## config.mk

```make
export PLATFORM = sky130hd
export DESIGN_NAME = debounce
export DESIGN_NICKNAME = d
export VERILOG_FILES = /design/src/rtl/debounce.sv
export SDC_FILE = /design/constraint.sdc
export NUM_CORES = 1
export LEC_CHECK = 0
export BUFFER_PORTS_ARGS = -buffer_cell sky130_fd_sc_hd__buf_4
export CELL_PAD_IN_SITES_DETAIL_PLACEMENT = 1
export CELL_PAD_IN_SITES_GLOBAL_PLACEMENT = 1
export CORE_AREA = 2 2 39 41
export DETAILED_ROUTE_END_ITERATION = 8
export DIE_AREA = 0 0 41 43
export HOLD_SLACK_MARGIN = 0.15
export PLACE_DENSITY = 0.53
export SETUP_SLACK_MARGIN = 0.5
export SLEW_MARGIN = 20
export SYNTH_ARGS = -nofsm -noshare
export SYNTH_HDL_FRONTEND = slang
export SYNTH_SLANG_ARGS = --single-unit
```

## constraint.sdc

```tcl
create_clock -name clk -period 1.4 [get_ports clk]
set_clock_uncertainty 0.15 [all_clocks]
set_input_delay 0.28 -clock clk [delete_from_list [all_inputs] [get_ports clk]]
set_output_delay 0.28 -clock clk [all_outputs]
set_load 0.02 [all_outputs]
```

## src/rtl/debounce.sv

```systemverilog
// Per-bit input conditioner: a SYNC_STAGES-deep synchroniser followed by a
// stability counter that lets out follow the synchronised input only after
// DEBOUNCE_CYCLES consecutive qualified (ce=1) cycles of disagreement.
module debounce #(
   parameter int unsigned WIDTH           = 1,
   parameter int unsigned SYNC_STAGES     = 2,
   parameter int unsigned DEBOUNCE_CYCLES = 16
) (
   input  logic             clk,
   input  logic             anrst,
   input  logic             ce,
   input  logic [WIDTH-1:0] in,
   output logic [WIDTH-1:0] out,
   output logic [WIDTH-1:0] busy
);

   localparam int unsigned CW = (DEBOUNCE_CYCLES > 1) ? $clog2(DEBOUNCE_CYCLES) : 1;
   localparam logic [CW-1:0] TERM = CW'(DEBOUNCE_CYCLES - 1);

   logic [SYNC_STAGES-1:0][WIDTH-1:0] sync;
   logic [WIDTH-1:0]                  s;
   logic [CW-1:0]                     cnt [WIDTH];

   always_ff @(posedge clk or negedge anrst) begin
      if (!anrst) begin
         sync <= '0;
      end else begin
         sync[0] <= in;
         for (int unsigned k = 1; k < SYNC_STAGES; k++)
            sync[k] <= sync[k-1];
      end
   end

   assign s = sync[SYNC_STAGES-1];

   // A match always clears the counter, so it never needs to wrap.
   always_ff @(posedge clk or negedge anrst) begin
      if (!anrst) begin
         out <= '0;
         for (int unsigned i = 0; i < WIDTH; i++)
            cnt[i] <= '0;
      end else begin
         for (int unsigned i = 0; i < WIDTH; i++) begin
            if (s[i] == out[i]) begin
               cnt[i] <= '0;
            end else if (ce) begin
               if (cnt[i] == TERM) begin
                  out[i] <= s[i];
                  cnt[i] <= '0;
               end else begin
                  cnt[i] <= cnt[i] + CW'(1);
               end
            end
         end
      end
   end

   assign busy = s ^ out;

endmodule

```

## After elaboration in Yosys (flattened, before gate mapping)

Cells that the tools add are included.

| cells by class | value |
|---|---|
| add/sub/neg operators | 1 |
| equality and inequality tests | 2 |
| mux-type cells | 3 |
| bitwise operators | 2 |
| reductions and logical operators | 2 |

Operators with widths:

| operator | count |
|---|---|
| $mux 4 | 3 |
| $add 4x1->4 const B | 1 |
| $eq 4x4->1 const B | 1 |
| $reduce_and 3->1 | 1 |
| $reduce_bool 2->1 | 1 |
| $eq 1x1->1 | 1 |
| $not 1->1 | 1 |
| $xor 1x1->1 | 1 |

| storage, ports and cells | value |
|---|---|
| bits in registers | 7 |
| input bits | 4 |
| logic and storage cells | 14 |

## Longest topological paths before layout

Gate-level depths: netlist of run 1.

| logic depth | value |
|---|---|
| word-level depth | 4 |
| depth in mapped cells | 4 |
| depth with buffers taken out | 4 |

## Worst setup path after synthesis of run 1

No wires, ideal clock.

| path | value |
|---|---|
| path type | reg2out |
| start | register out |
| end | output port busy |
| arrival | 951 ps |
| path slack | 19 ps |
| stages on the path, launching flop included | 3 |
| path buffers | 0 |
| cell sequence | dfrtp_1 > xnor2_1 > inv_1 |

| on the way | value |
|---|---|
| word-level cells in the longest chain between the ends | 1 |

Ends and longest elaborated chain:

| item | RTL line | RTL |
|---|---|---|
| start, declared | 13 | `output logic [WIDTH-1:0] out,` |
| start signal, assigned by index | 48 | `out[i] <= s[i];` |
| $xor 1x1->1 | 58 | `assign busy = s ^ out;` |
| end, declared | 14 | `output logic [WIDTH-1:0] busy` |

No other way between the ends.

## Final worst setup path of run 1

| path | value |
|---|---|
| start | register sync, in the netlist s |
| end | output port busy |

| on the way | value |
|---|---|
| word-level cells in the longest chain between the ends | 1 |

Ends and longest elaborated chain:

| item | RTL line | RTL |
|---|---|---|
| start, declared | 20 | `logic [SYNC_STAGES-1:0][WIDTH-1:0] sync;` |
| start signal, assigned by index | 30 | `sync[k] <= sync[k-1];` |
| $xor 1x1->1 | 58 |  |

No other way between the ends.

==> impl_metrics.toml, run 1 <==
[timing]
period_needed_ns = 1.44
fmax_mhz = 693
drv_slew = 0
setup_viol = 1
finalHoldViolCount = 1
worst_slew_pin_slew_ns = 0.297
worst_slack_ns = -0.0427
period_share = 1.03
fin_hold_ws_ns = -0.0121
rsz0062_at_grt = "yes"
relSlewSlack = 0.800

[yosys]
synth_top_cell_area_share = 0.553
synth_mux_area_frac = 0.0791
yosysMostFrequentCell = "dfrtp_1"
syn_nets = 32
yosysSeqAreaShare = 0.553
synth_compound_area_frac = 0.0593
synth_ff_type = "dfrtp_1"
avgSynthCellArea_um2 = 11.7
synthAdderAreaFrac = 0.0395
synthSimpleGateAreaFrac = 0.178
synthCells = 27
ys_ff_latch = 7
yosysTopAreaCell = "dfrtp_1"
synth_edf_count = 0
synth_xor_area_frac = 0.0553
ys_async_sr_fraction = 1.00
synthTopCellsByArea = "dfrtp_1, mux2_4, ha_1, nand4_2, nor2_1"
synth_top_family_by_area = "simple AND/OR/NAND/NOR gates"
netlist_top_cells_count = "dfrtp_1, nor2_1, a21oi_1, nand3_1"
synth_cell_types = 17
syn-cell-area_um2 = 317
synth_warnings = 0

[power]
p_comb_frac = 0.173
p_clk_frac = 0.377
swShare = 0.248
power_switching_uw = 120
p_seq_frac = 0.450
power.density_mw_per_mm2 = 860
p_leak_uw = 0.000245
intPower_uw = 364
peakVddDrop_uv = 446

[critical_path]
crit_buf_inv = 2
end_kind = "primary output"
cp_top_family = "flip-flops"
path_cells = "xnor2_2, inv_2, buf_6"
critPathMaxStageDelay_ns = 0.40
critPathSlowestCell = "dfrtp_1"
reg2reg_slack_ns = 0.14
cp.arrival_ns = 1.01
cp-start-kind = "flip-flop"
worstPathMaxFanout = 2
worstSetupPathType = "reg -> out"
required_ns = 0.97

[global_route]
grt_util_all_layers = 0.128
grt_overflow = 0
first_global_vias = 311
grt_pass1_wl_mm = 1.42
grt_max_degree = 8
antenna_found_initial = 0

[detailed_routing]
drt-total-wl_um = 804
initialDrtViolationCount = 0
antenna_left = 0
avgRoutedWirePerCell_um = 13.9
num_vias = 255
firstDrtPassIters = 1
vias_per_cell = 4.40
drc_errors = 0

[die]
initial_utilization = 0.229
dieHeight_um = 43
io-pin-count = 6
rows = 14
dieArea_mm2 = 0.00176
die_w_um = 41
core_mm2 = 0.00138

[clock_tree]
numClockSinks = 7
cts_made_buffers = 3
clock_path_buffers = 2
root_buffer = "clkbuf_4"
htreeDepth = 1
holdBufCountCts = 1
clkLatencyLatePin_ns = 0.25
path_clk_slew_ns = 0.05
cts_tree = "built"

[placed_design]
place_inst = 48
port_buffers = 5
dp_hpwl_um = 494
place_ws_ns = 0.124
place_congestion = 0.666

[layout]
multi_input_area_um2 = 220
antenna_cells = 0
regArea_um2 = 178
drive_above_1_share = 0.690
fin_cells = 58
syn_to_final_growth_pct = 77.9
nets = 48
fillers = 150

[run_status]
outcome = "finished, violations left"
violations = "negative hold slack, negative setup slack"

[run]
drv_cap = 0

[worst_hold_path]
hold_path_class = "in -> reg"
[worst reg2reg max path, cell delays in order, from the launching register on]
cell and delay, ns:
dfrtp_2 0.43, xnor2_2 0.15, buf_4 0.14, buf_6 0.10
buf_8 0.12, nor3_4 0.10
[final cells by class]
| class | instances | share of cell area |
|---|---|---|
| repair buffers | 12 | 0.204 |
| inverters | 1 | 0.00667 |
| clock buffers | 4 | 0.0467 |
| well taps | 16 | 0.0356 |
| multi-input cells | 18 | 0.391 |
| flip-flops and latches | 7 | 0.316 |
[routing by layer]
layer	track usage	routed length, um	vias up
met3	0.0314	22	0
met1	0.157	326	127
met2	0.191	455	4
met5	0	0	-
li1	-	-	124
met4	0.0800	0	0
[registers in the layout, indices dropped and copies added (netlist names)]
| signal | flops |
|---|---|
| sync | 1 |
| out | 1 |
| s | 1 |
| cnt | 4 |
[power by group through the flow]
stage | Sequential [uW] | Combinational, uW | Clock [uW]
after detailed placement | 223 | 40.7 | 0
after global routing | 219 | 89.1 | 210
after global placement | 222 | 37.4 | 0
after floorplan | 221 | 22.3 | 0
final | 218 | 83.8 | 182
after CTS | 217 | 77.1 | 195
[cells in the final DEF (no fill, tap or decap), types with 2 or more instances in the layout]
| cell | instances |
|---|---|
| dfrtp_1 | 5 |
| buf_4 | 6 |
| nand3_1 | 2 |
| nor2_4 | 2 |
| clkbuf_4 | 3 |
| a21oi_2 | 2 |
| dfrtp_2 | 2 |
| buf_6 | 4 |
[worst paths after layout]
kind                                   start                  to  cells after the start
setup / recovery                 s$_DFF_PN0_                busy                      3
hold / removal                            in   sync[0]$_DFF_PN0_                      1
setup reg to reg             out$_DFFE_PN0P_  cnt[3]$_DFFE_PN0P_                      5
hold reg to reg            sync[0]$_DFF_PN0_         s$_DFF_PN0_                      0
max in group asynchronous              anrst  cnt[0]$_DFFE_PN0P_                      2
min in group asynchronous              anrst  cnt[1]$_DFFE_PN0P_                      2
[through the flow]
stage	area [um2]	power, uW	utilization	setup TNS (ns)
after CTS	538	489	0.389	-0.0799
after global placement	395	259	0.286	0
after global routing	563	518	0.407	-0.112
after floorplan	338	243	-	0
after detailed placement	395	264	0.286	0
final	563	484	0.407	-0.0427
[cell families after synthesis]
kind of cell,after synthesis
AND/OR/NAND/NOR,10
flip-flops,7
AO/OA/AOI/OAI,3
XOR/XNOR,2
buffers and inverters,2
multiplexers,2
adder cells (fa/ha/maj),1
[what timing repair did]
action,in CTS,in global routing
pin swaps,3,3
setup buffers,4,1
setup endpoints to repair,7,7
gates resized for setup,17,4
cloned,0,0
endpoints found under the hold margin,8,1
(Power assumes the default switching activity.)
==> run 2: changes to the inputs <==
Settings changed: CTS_BUF_LIST set to sky130_fd_sc_hd__clkbuf_2.
==> run 2 against run 1 <==
Effect of this change: the flow finishes with violations (negative setup slack); die area unchanged; fmax decreased by 0.61%; clock-buffer cell count unchanged; critical path type unchanged; critical endpoint unchanged.
==> impl_metrics.toml, run 2 (same netlist as run 1, synthesis figures left out) <==
[run_status]
outcome = "finished, violations left"
violations = "negative setup slack"

[layout]
nets = 48
layout_common_cells = "buf_4, dfrtp_1, clkbuf_2, buf_6"
largest_reg_flops = 4
drive_above_1_share = 0.714
mostFrequentLayoutCell = "buf_4"
antenna_cells = 0
top_register = "cnt"
syn_to_final_growth_pct = 75.9

[detailed_routing]
antenna_left = 0
num_vias = 261
initialDrtViolationCount = 2
firstDrtPassIters = 3
drt-total-wl_um = 814
avgRoutedWirePerCell_um = 14.0
vias_per_cell = 4.50
drc_errors = 0

[placed_design]
dp_hpwl_um = 494
port_buffers = 5
place_ws_ns = 0.124
place_congestion = 0.666

[global_route]
grt_pass1_wl_mm = 1.36
antenna_found_initial = 0
first_global_vias = 292
grt_util_all_layers = 0.122
grt_max_degree = 8
grt_overflow = 0

[critical_path]
end_kind = "primary output"
cp-start-kind = "flip-flop"
cp.arrival_ns = 1.02
worstSetupPathType = "reg -> out"
required_ns = 0.97
worstPathMaxFanout = 2

[timing]
period_share = 1.04
setup_viol = 1
drv_slew = 0
fmax_mhz = 689
relSlewSlack = 0.799
finalHoldViolCount = 0
worst_slew_pin_slew_ns = 0.297
rsz0062_at_grt = "yes"
period_needed_ns = 1.45
worst_slack_ns = -0.0515

[power]
p_leak_uw = 0.000246
power.density_mw_per_mm2 = 801
finalPower_uw = 446
peakVddDrop_uv = 289

[clock_tree]
numClockSinks = 7
cts_tree = "built"
clock_path_buffers = 2
htreeDepth = 1
cts_made_buffers = 3
clkLatencyLatePin_ns = 0.22
holdBufCountCts = 1
path_clk_slew_ns = 0.07
root_buffer = "clkbuf_2"

[die]
io-pin-count = 6
core_mm2 = 0.00138
dieHeight_um = 43
dieArea_mm2 = 0.00176
die_w_um = 41
rows = 14
initial_utilization = 0.229

[worst_hold_path]
hold_path_class = "in -> reg"

[run]
drv_cap = 0
[run 2: final cells by class]
type                            count  area (um2)
Fill cell                         148         827
Multi-Input combinational cell     18         220
Sequential cell                     7         178
Timing Repair Buffer               12         115
Clock buffer                        4        20.0
Tap cell                           16        20.0
Inverter                            1        3.75
[run 2: power by group]
group / switching, uW / leakage [uW] / internal, uW / total [uW]
combinational: 38.4 / 0.000141 / 45.2 / 83.7
sequential: 7.43 / 0.0000887 / 210 / 217
clock: 69.2 / 0.0000166 / 76.0 / 145
[run 2: critical path, cell delays in order, from the launching register on]
cell and delay [ns]:
dfrtp_1 0.41, xnor2_2 0.21, inv_2 0.05, buf_6 0.12
[run 2: stage by stage]
stage,utilization,cell area [um2],instances,setup TNS [ns],hold WS [ns]
final,0.402,557,58,-0.0515,0.0111
after global routing,0.402,557,58,-0.125,-0.0255
after CTS,0.384,532,57,-0.0643,-0.000997
after detailed placement,0.286,395,48,0,-0.0514
after global placement,0.286,395,48,0,-0.0531
after floorplan,-,338,27,0,-0.166
[run 2: repair_timing]
| action | 4_1_cts | 5_1_grt |
|---|---|---|
| gates resized for setup | 17 | 4 |
| hold endpoints to repair | 8 | 1 |
| setup buffers | 4 | 1 |
| pin swaps | 3 | 3 |
| setup endpoints to repair | 7 | 7 |
[run 2: worst paths after layout]
path / from / endpoint / slack (ns) / cells past startpoint
max: s$_DFF_PN0_ / busy / -0.05 / 3
min: in / sync[0]$_DFF_PN0_ / 0.01 / 1
max reg2reg: out$_DFFE_PN0P_ / cnt[3]$_DFFE_PN0P_ / 0.11 / 5
min reg2reg: sync[0]$_DFF_PN0_ / s$_DFF_PN0_ / 0.21 / 0
max in group asynchronous: anrst / out$_DFFE_PN0P_ / 0.72 / 2
min in group asynchronous: anrst / sync[0]$_DFF_PN0_ / 0.25 / 2
[run 2: routing by layer]
metal | GRT usage | part of all wire | vias to the layer above
li1 | - | - | 123
met1 | 0.154 | 0.38 | 132
met2 | 0.184 | 0.58 | 4
met3 | 0.0314 | 0.027 | 2
met4 | 0.0600 | 0.0074 | 0
met5 | 0 | 0 | -
